$ cat src/rtl/fb_page_arbiter_pkg.sv
// Shared framebuffer geometry and page-swap FSM encodings.
// Geometry: one 64x32 rgb565 page is 4096 bytes, and the scan has 16 rows.
package fb_page_arbiter_pkg;

  localparam int FB_PAGE_ADDR_WIDTH = 12;
  localparam int FB_DATA_WIDTH      = 8;
  localparam int FB_ROW_WIDTH       = 4;

  typedef enum logic [1:0] {
    FB_SWAP_IDLE       = 2'd0,
    FB_SWAP_WAIT_FRAME = 2'd1,
    FB_SWAP_SWAP       = 2'd2
  } fb_swap_state_t;

endpackage

$ cat src/rtl/fb_page_arbiter_rr.sv
// Two-way round-robin grant. The ready signals are combinational, with zero latency, and last_grant holds the previous winner.
// Backpressure: block forces both readies low, and a losing writer holds its request.
module rr_arbiter2 (
  input  logic clk,
  input  logic reset,
  input  logic valid0,
  input  logic valid1,
  input  logic block,
  output logic ready0,
  output logic ready1
);

  logic last_grant;

  // On contention the writer that did not win last time goes first.
  always_comb begin
    ready0 = valid0 && !block && (!valid1 || last_grant);
    ready1 = valid1 && !block && (!valid0 || !last_grant);
  end

  always_ff @(posedge clk) begin
    if (reset) begin
      last_grant <= 1'b1;
    end else if (ready0 || ready1) begin
      last_grant <= ready1;
    end
  end

endmodule

$ cat src/rtl/fb_page_arbiter.sv
// Double-buffered framebuffer write arbiter with a page swap that is aligned to the frame wrap.
// Write latency to the RAM port is 1 cycle. Backpressure: the losing writer and every writer during the SWAP cycle see ready low.
module fb_page_arbiter
  import fb_page_arbiter_pkg::*;
#(
  parameter int PAGE_ADDR_WIDTH = FB_PAGE_ADDR_WIDTH,
  parameter int DATA_WIDTH      = FB_DATA_WIDTH,
  parameter int ROW_WIDTH       = FB_ROW_WIDTH
) (
  input  logic                       clk_in,
  input  logic                       reset,
  input  logic                       req0_valid,
  input  logic [PAGE_ADDR_WIDTH-1:0] req0_addr,
  input  logic [DATA_WIDTH-1:0]      req0_data,
  output logic                       req0_ready,
  input  logic                       req1_valid,
  input  logic [PAGE_ADDR_WIDTH-1:0] req1_addr,
  input  logic [DATA_WIDTH-1:0]      req1_data,
  output logic                       req1_ready,
  input  logic                       swap_request,
  input  logic [ROW_WIDTH-1:0]       row_address,
  output logic [PAGE_ADDR_WIDTH:0]   ram_address,
  output logic [DATA_WIDTH-1:0]      ram_data_out,
  output logic                       ram_write_enable,
  output logic                       ram_clk_enable,
  output logic                       read_page,
  output logic                       swap_pending,
  output logic                       swap_done
);

  fb_swap_state_t       state;
  logic [ROW_WIDTH-1:0] row_q;
  logic                 wrap;
  logic                 write_page;
  logic                 xfer;

  assign write_page     = ~read_page;
  assign wrap           = (row_q == {ROW_WIDTH{1'b1}}) && (row_address == '0);
  assign xfer           = req0_ready || req1_ready;
  assign swap_pending   = (state == FB_SWAP_WAIT_FRAME);
  assign ram_clk_enable = ram_write_enable;

  rr_arbiter2 u_arb (
    .clk    (clk_in),
    .reset  (reset),
    .valid0 (req0_valid),
    .valid1 (req1_valid),
    .block  (state == FB_SWAP_SWAP),
    .ready0 (req0_ready),
    .ready1 (req1_ready)
  );

  always_ff @(posedge clk_in) begin
    if (reset) begin
      state            <= FB_SWAP_IDLE;
      read_page        <= 1'b0;
      swap_done        <= 1'b0;
      row_q            <= '0;
      ram_write_enable <= 1'b0;
      ram_address      <= '0;
      ram_data_out     <= '0;
    end else begin
      row_q            <= row_address;
      swap_done        <= 1'b0;
      ram_write_enable <= xfer;
      // The page bit is captured with the write, so a swap can never split a transfer.
      if (xfer) begin
        ram_address  <= {write_page, (req1_ready ? req1_addr : req0_addr)};
        ram_data_out <= req1_ready ? req1_data : req0_data;
      end
      case (state)
        FB_SWAP_IDLE: begin
          if (swap_request) state <= FB_SWAP_WAIT_FRAME;
        end
        FB_SWAP_WAIT_FRAME: begin
          if (wrap) state <= FB_SWAP_SWAP;
        end
        FB_SWAP_SWAP: begin
          read_page <= ~read_page;
          swap_done <= 1'b1;
          state     <= swap_request ? FB_SWAP_WAIT_FRAME : FB_SWAP_IDLE;
        end
        default: state <= FB_SWAP_IDLE;
      endcase
    end
  end

endmodule

$ cat config.mk
export PLATFORM = sky130hd
export DESIGN_NAME = fb_page_arbiter
export DESIGN_NICKNAME = d
export VERILOG_FILES = /design/src/rtl/fb_page_arbiter_pkg.sv /design/src/rtl/fb_page_arbiter_rr.sv /design/src/rtl/fb_page_arbiter.sv
export SDC_FILE = /design/constraint.sdc
export NUM_CORES = 1
export LEC_CHECK = 0
export CAP_MARGIN = 25
export CORE_MARGIN = 2
export CORE_UTILIZATION = 38
export CTS_CLUSTER_SIZE = 14
export DETAILED_ROUTE_END_ITERATION = 10
export GPL_TIMING_DRIVEN = 0
export PLACE_DENSITY_LB_ADDON = 0.15
export SETUP_SLACK_MARGIN = 0.3
export SLEW_MARGIN = 40
export SYNTH_ARGS = -nofsm -noshare
export SYNTH_HDL_FRONTEND = slang
export SYNTH_HIERARCHICAL = 1
export SYNTH_SLANG_ARGS = --single-unit
export TNS_END_PERCENT = 30
$ cat constraint.sdc
create_clock -name clk_in -period 2.1 [get_ports clk_in]
set_input_delay 0.42 -clock clk_in [delete_from_list [all_inputs] [get_ports clk_in]]
set_output_delay 0.42 -clock clk_in [all_outputs]
set_load 0.02 [all_outputs]
== Word-level counts from Yosys, hierarchy flattened ==
Cells that the tools add are included.
Storage, ports and cells
  output and inout bits: 28
  register bits: 31
  word-level logic and storage cells: 36
  input bits: 49
Operators by class
  bitwise operators: 1
  mux-type cells: 7
  equal/unequal tests: 5
  reduce and logical (&&, ||, !) cells: 15
Operator list (count)
  $mux 12: 1
  $mux 8: 1
  $pmux 2 s3: 1
  $logic_and 1x1->1: 5
  $eq 4x4->1 const B: 1
  $logic_not 1->1: 4
  $logic_not 4->1: 1
  $mux 2: 2
  $logic_or 1x1->1: 3
  $eq 2x1->1 const B: 1
  $eq 2x2->1 const B: 1
  $logic_not 2->1: 1
  $mux 1: 2
  $ne 2x1->1 const B: 1
  $ne 2x2->1 const B: 1
  $reduce_and 2->1: 1
  $not 1->1: 1

== Logic depth before layout (Yosys ltp) ==
  word-level depth: 5
  gate-level depth with buffers: 7
  depth with buffers taken out: 6

== Modules after synthesis ==
The synthesis kept the hierarchy.
By module, submodules not included
  fb_page_arbiter: cells an instance 120, area an instance 1291.2 sq um, instances 1, sequential area each 600.6 sq um
  rr_arbiter2: cells an instance 8, area an instance 67.6 sq um, instances 1, sequential area each 20.0 sq um

== Worst setup path after synthesis ==
No wires, ideal clock.
  path kind: input port to flip-flop
  start: in req1_valid
  end: reg ram_address[4]
  setup time: 0.128 ns
  stages on the path: 6
  data arrival time: 2.200 ns
  buffers on the path: 1
  required time: 1.972 ns
  slack: -0.228 ns
  path through: nor2b_1 -> nor3b_1 -> buf_6 -> mux2_2 -> mux2i_1 -> nor2_1
On the way
  longest elaborated chain between the ends: 4
  elaborated cells on any way between the ends: 7
  classes of those cells: 1 x mux; 6 x reduce/logical
RTL lines
  from (decl): line fb_page_arbiter.sv:16  | input logic req1_valid,
  $logic_not 1->1: line fb_page_arbiter_rr.sv:17  | ready0 = valid0 && !block && (!valid1 || last_grant);
  $logic_or 1x1->1: line fb_page_arbiter_rr.sv:17
  $logic_and 1x1->1: line fb_page_arbiter_rr.sv:17
  named net req0_ready: line fb_page_arbiter.sv:15  | output logic req0_ready,
  $logic_or 1x1->1: line fb_page_arbiter.sv:39  | assign xfer = req0_ready || req1_ready;
  to (signal assigned): line fb_page_arbiter.sv:68  | ram_address <= {write_page, (req1_ready ? req1_addr : req0_addr)};
  to (decl): line fb_page_arbiter.sv:22  | output logic [PAGE_ADDR_WIDTH:0] ram_address,
The timed path passes the listed nets, and every way through them passes these cells.
A chain may end at the register's enable or synchronous reset.

== Worst setup path in the final report ==
  start: reg read_page
  end: out read_page
RTL lines
  from (decl): line fb_page_arbiter.sv:26  | output logic read_page,
  from (signal assigned): line fb_page_arbiter.sv:79  | read_page <= ~read_page;
No word-level cell between the ends.

==> summary.txt <==
Vias: 1240
Largest net degree at the start of global routing: 11
Worst path required time: 1.68 ns
Die footprint: 4070 sq um
P_int: 989 uW
Initial antenna violation count: 0
Worst VDD drop: 0.353 mV
Layout Nets: 262
Worst path slowest cell: clkdlybuf4s50_1
Syn_area_per_cell: 10.6 sq um
Run status: completed
Post-DR wirelength/cell: 13.7 um
Total power: 1.35 mW
Seq pwr share: 48.3%
Core ar.: 3390 sq um
Endpoints failing hold: 0
Synthesized instance count: 128
DP Area: 2190 sq um
Psw: 365 uW
Final worst path period share: 83.8%
Skew final: 0.00765 ns
Critical path type: flop to output port
Total GRT Usage: 19.5%
Worst skew pair latency: 0.32 ns
CTS Hold Bufs: 0
Starting Density: 40.1%
Worst hold path type: flop to flop
Min Tclk post-route: 1.76 ns
Clk sinks: 31
Global-route wire length before repair: 6080 um
Fillers: 279
FF-to-FF Start: u_arb/last_grant
Root Buffer Master: clkbuf_4
Area growth, synth to finish: 65.7%
Worst-Margin Slew: 0.435 ns
Critical path cell sequence: clkdlybuf4s50_1
Crit path max fanout: 3
Max frequency: 568 MHz
Routed Antenna Nets: 0
Die Span Y: 63.8 um
Clock Pin Slew Worst Setup and Hold Paths: 0.09 ns
Most frequent cells in the layout: clkdlybuf4s50_1, dfxtp_1, nor2_1
Cell family with most CP delay: buffers and inverters
Pins Over Slew Limit: 0
IO Count: 77
Vias in the first global route: 1290
PD cells: 601 nW/um^2
HP Start: u_arb/last_grant
Yosys reg bits: 31
Multi-input logic area: 697 sq um
Crit path capture type: output port
FF+latch area: 622 sq um
CTS buffer count: 5
Most common cell after layout, fill and taps aside: clkdlybuf4s50_1
Power share of the clock group: 22.3%
DR iter-0 viols: 41
TritonCTS clock tree: done
Final HPWL DP: 2670 um
Row count: 21
Leak: 0.923 nW
Layout cell share with drive strength beyond 1: 19.3%
Sw Share: 26.9%
Largest stage delay on the critical path: 0.64 ns
Worst relative slew slack: 71.0%
GPL Wtd Cong: 0.680
Sequential element share of the synthesized area: 45.7%
# DRC: 0
# setup viols final: 0
Final Cell Area: 2250 sq um
Synth Warn #: 6
Total Wirelength: 3540 um
H-Tree Depth: 2
Crit path DAT: 1.34 ns
First-pass DRT Iterations: 4
Clock buffer depth: 2
Post-synthesis net count: 177
Crit start category: flop
RSZ-0062 raised after global routing: yes
Port bufs: 76
Vias per inst: 4.81
Post-Syn Area: 1360 sq um
WP buf/inv: 1
Die width: 63.8 um
# diodes: 0
Gate power share: 29.4%
Overflow after GRT: 0
Synth unique cells: 20
Setup slack, reg-to-reg: 0.42 ns
Launch point of the critical path: read_page
Max_cap viols: 0
==> metrics by stage <==
step / util [%] / setup WS [ns] / hold WS [ns] / cells / TNS (ns)
6_report: 66.4 / 0.340 / 0.550 / 258 / 0
5_1_grt: 66.4 / 0.277 / 0.607 / 258 / 0
4_1_cts: 66.3 / 0.300 / 0.550 / 258 / 0
3_5_place_dp: 64.7 / -0.375 / 0.533 / 250 / -2.87
3_3_place_gp: 64.7 / -0.353 / 0.487 / 250 / -2.06
2_1_floorplan: - / 0.316 / 0.517 / 128 / 0
==> registers in the layout (all words and copies together), names as in the netlist <==
register / cells
ram_address: 13
ram_data_out: 8
row_q: 4
state: 2
ram_clk_enable: 1
read_page: 1
swap_done: 1
u_arb/last_grant: 1
==> cell families (layout without fill, tap and decap cells) <==
kind of cell | Yosys count | after routing | share of synthesized area [%]
compound gates | 5 | 5 | 2.21
xor+xnor | 1 | 1 | 0.645
buf+inv | 9 | 93 | 4.70
flops | 31 | 31 | 45.7
mux | 40 | 40 | 31.3
simple gates | 42 | 42 | 15.5
==> power by group through the flow <==
stage | clock network [mW] | logic (mW) | registers, mW
after floorplan | 0 | 0.157 | 0.708
after CTS | 0.319 | 0.402 | 0.654
after detailed placement | 0 | 0.398 | 0.667
after global placement | 0 | 0.389 | 0.663
after global routing | 0.336 | 0.429 | 0.661
final | 0.302 | 0.398 | 0.654
==> worst paths after layout <==
path,endpoint,cells past startpoint
setup reg to reg,ram_address[5],7
hold reg to reg,u_arb/last_grant,2
hold / removal,u_arb/last_grant,2
setup / recovery,read_page,1
==> Yosys cell counts <==
master | n | area, sq um
or2b_1 | 1 | 7.51
mux2i_1 | 20 | 200
a21oi_1 | 2 | 10.0
a21o_1 | 1 | 7.51
nor3b_1 | 2 | 15.0
buf_2 | 3 | 15.0
nor2b_1 | 10 | 62.6
nor4_1 | 1 | 6.26
clkbuf_1 | 1 | 3.75
nor2_1 | 25 | 93.8
nand2_1 | 1 | 3.75
mux2_2 | 20 | 225
o21ai_0 | 1 | 5.00
buf_4 | 3 | 22.5
buf_6 | 2 | 22.5
and4bb_1 | 1 | 12.5
and4_1 | 1 | 8.76
xnor2_1 | 1 | 8.76
dfxtp_1 | 31 | 621
o31ai_1 | 1 | 7.51
==> final cells by class <==
type | instances | area share [%]
Sequential cell | 31 | 27.6
Buffer | 9 | 2.83
Timing Repair Buffer | 78 | 34.2
Tap cell | 46 | 2.56
Clock buffer | 6 | 1.83
Multi-Input combinational cell | 88 | 30.9
==> metal layers <==
layer  vias to the layer above  global-route usage, %  share of wire [%]
met1                       578                   21.1                 39
met4                         0                   8.70                2.4
met2                        50                   33.7                 52
met5                         -                      0                  0
li1                        604                      -                  -
met3                         8                   7.22                6.9
==> timing repair <==
| action | CTS | global route |
|---|---|---|
| endpoints found under the hold margin | 0 | 0 |
| setup endpoints to repair | 20 | 7 |
| pin swaps | 1 | 0 |
| gates resized for setup | 15 | 2 |
| buffers inserted | 2 | 0 |
No activity file was read; power rests on OpenSTA's default activity.
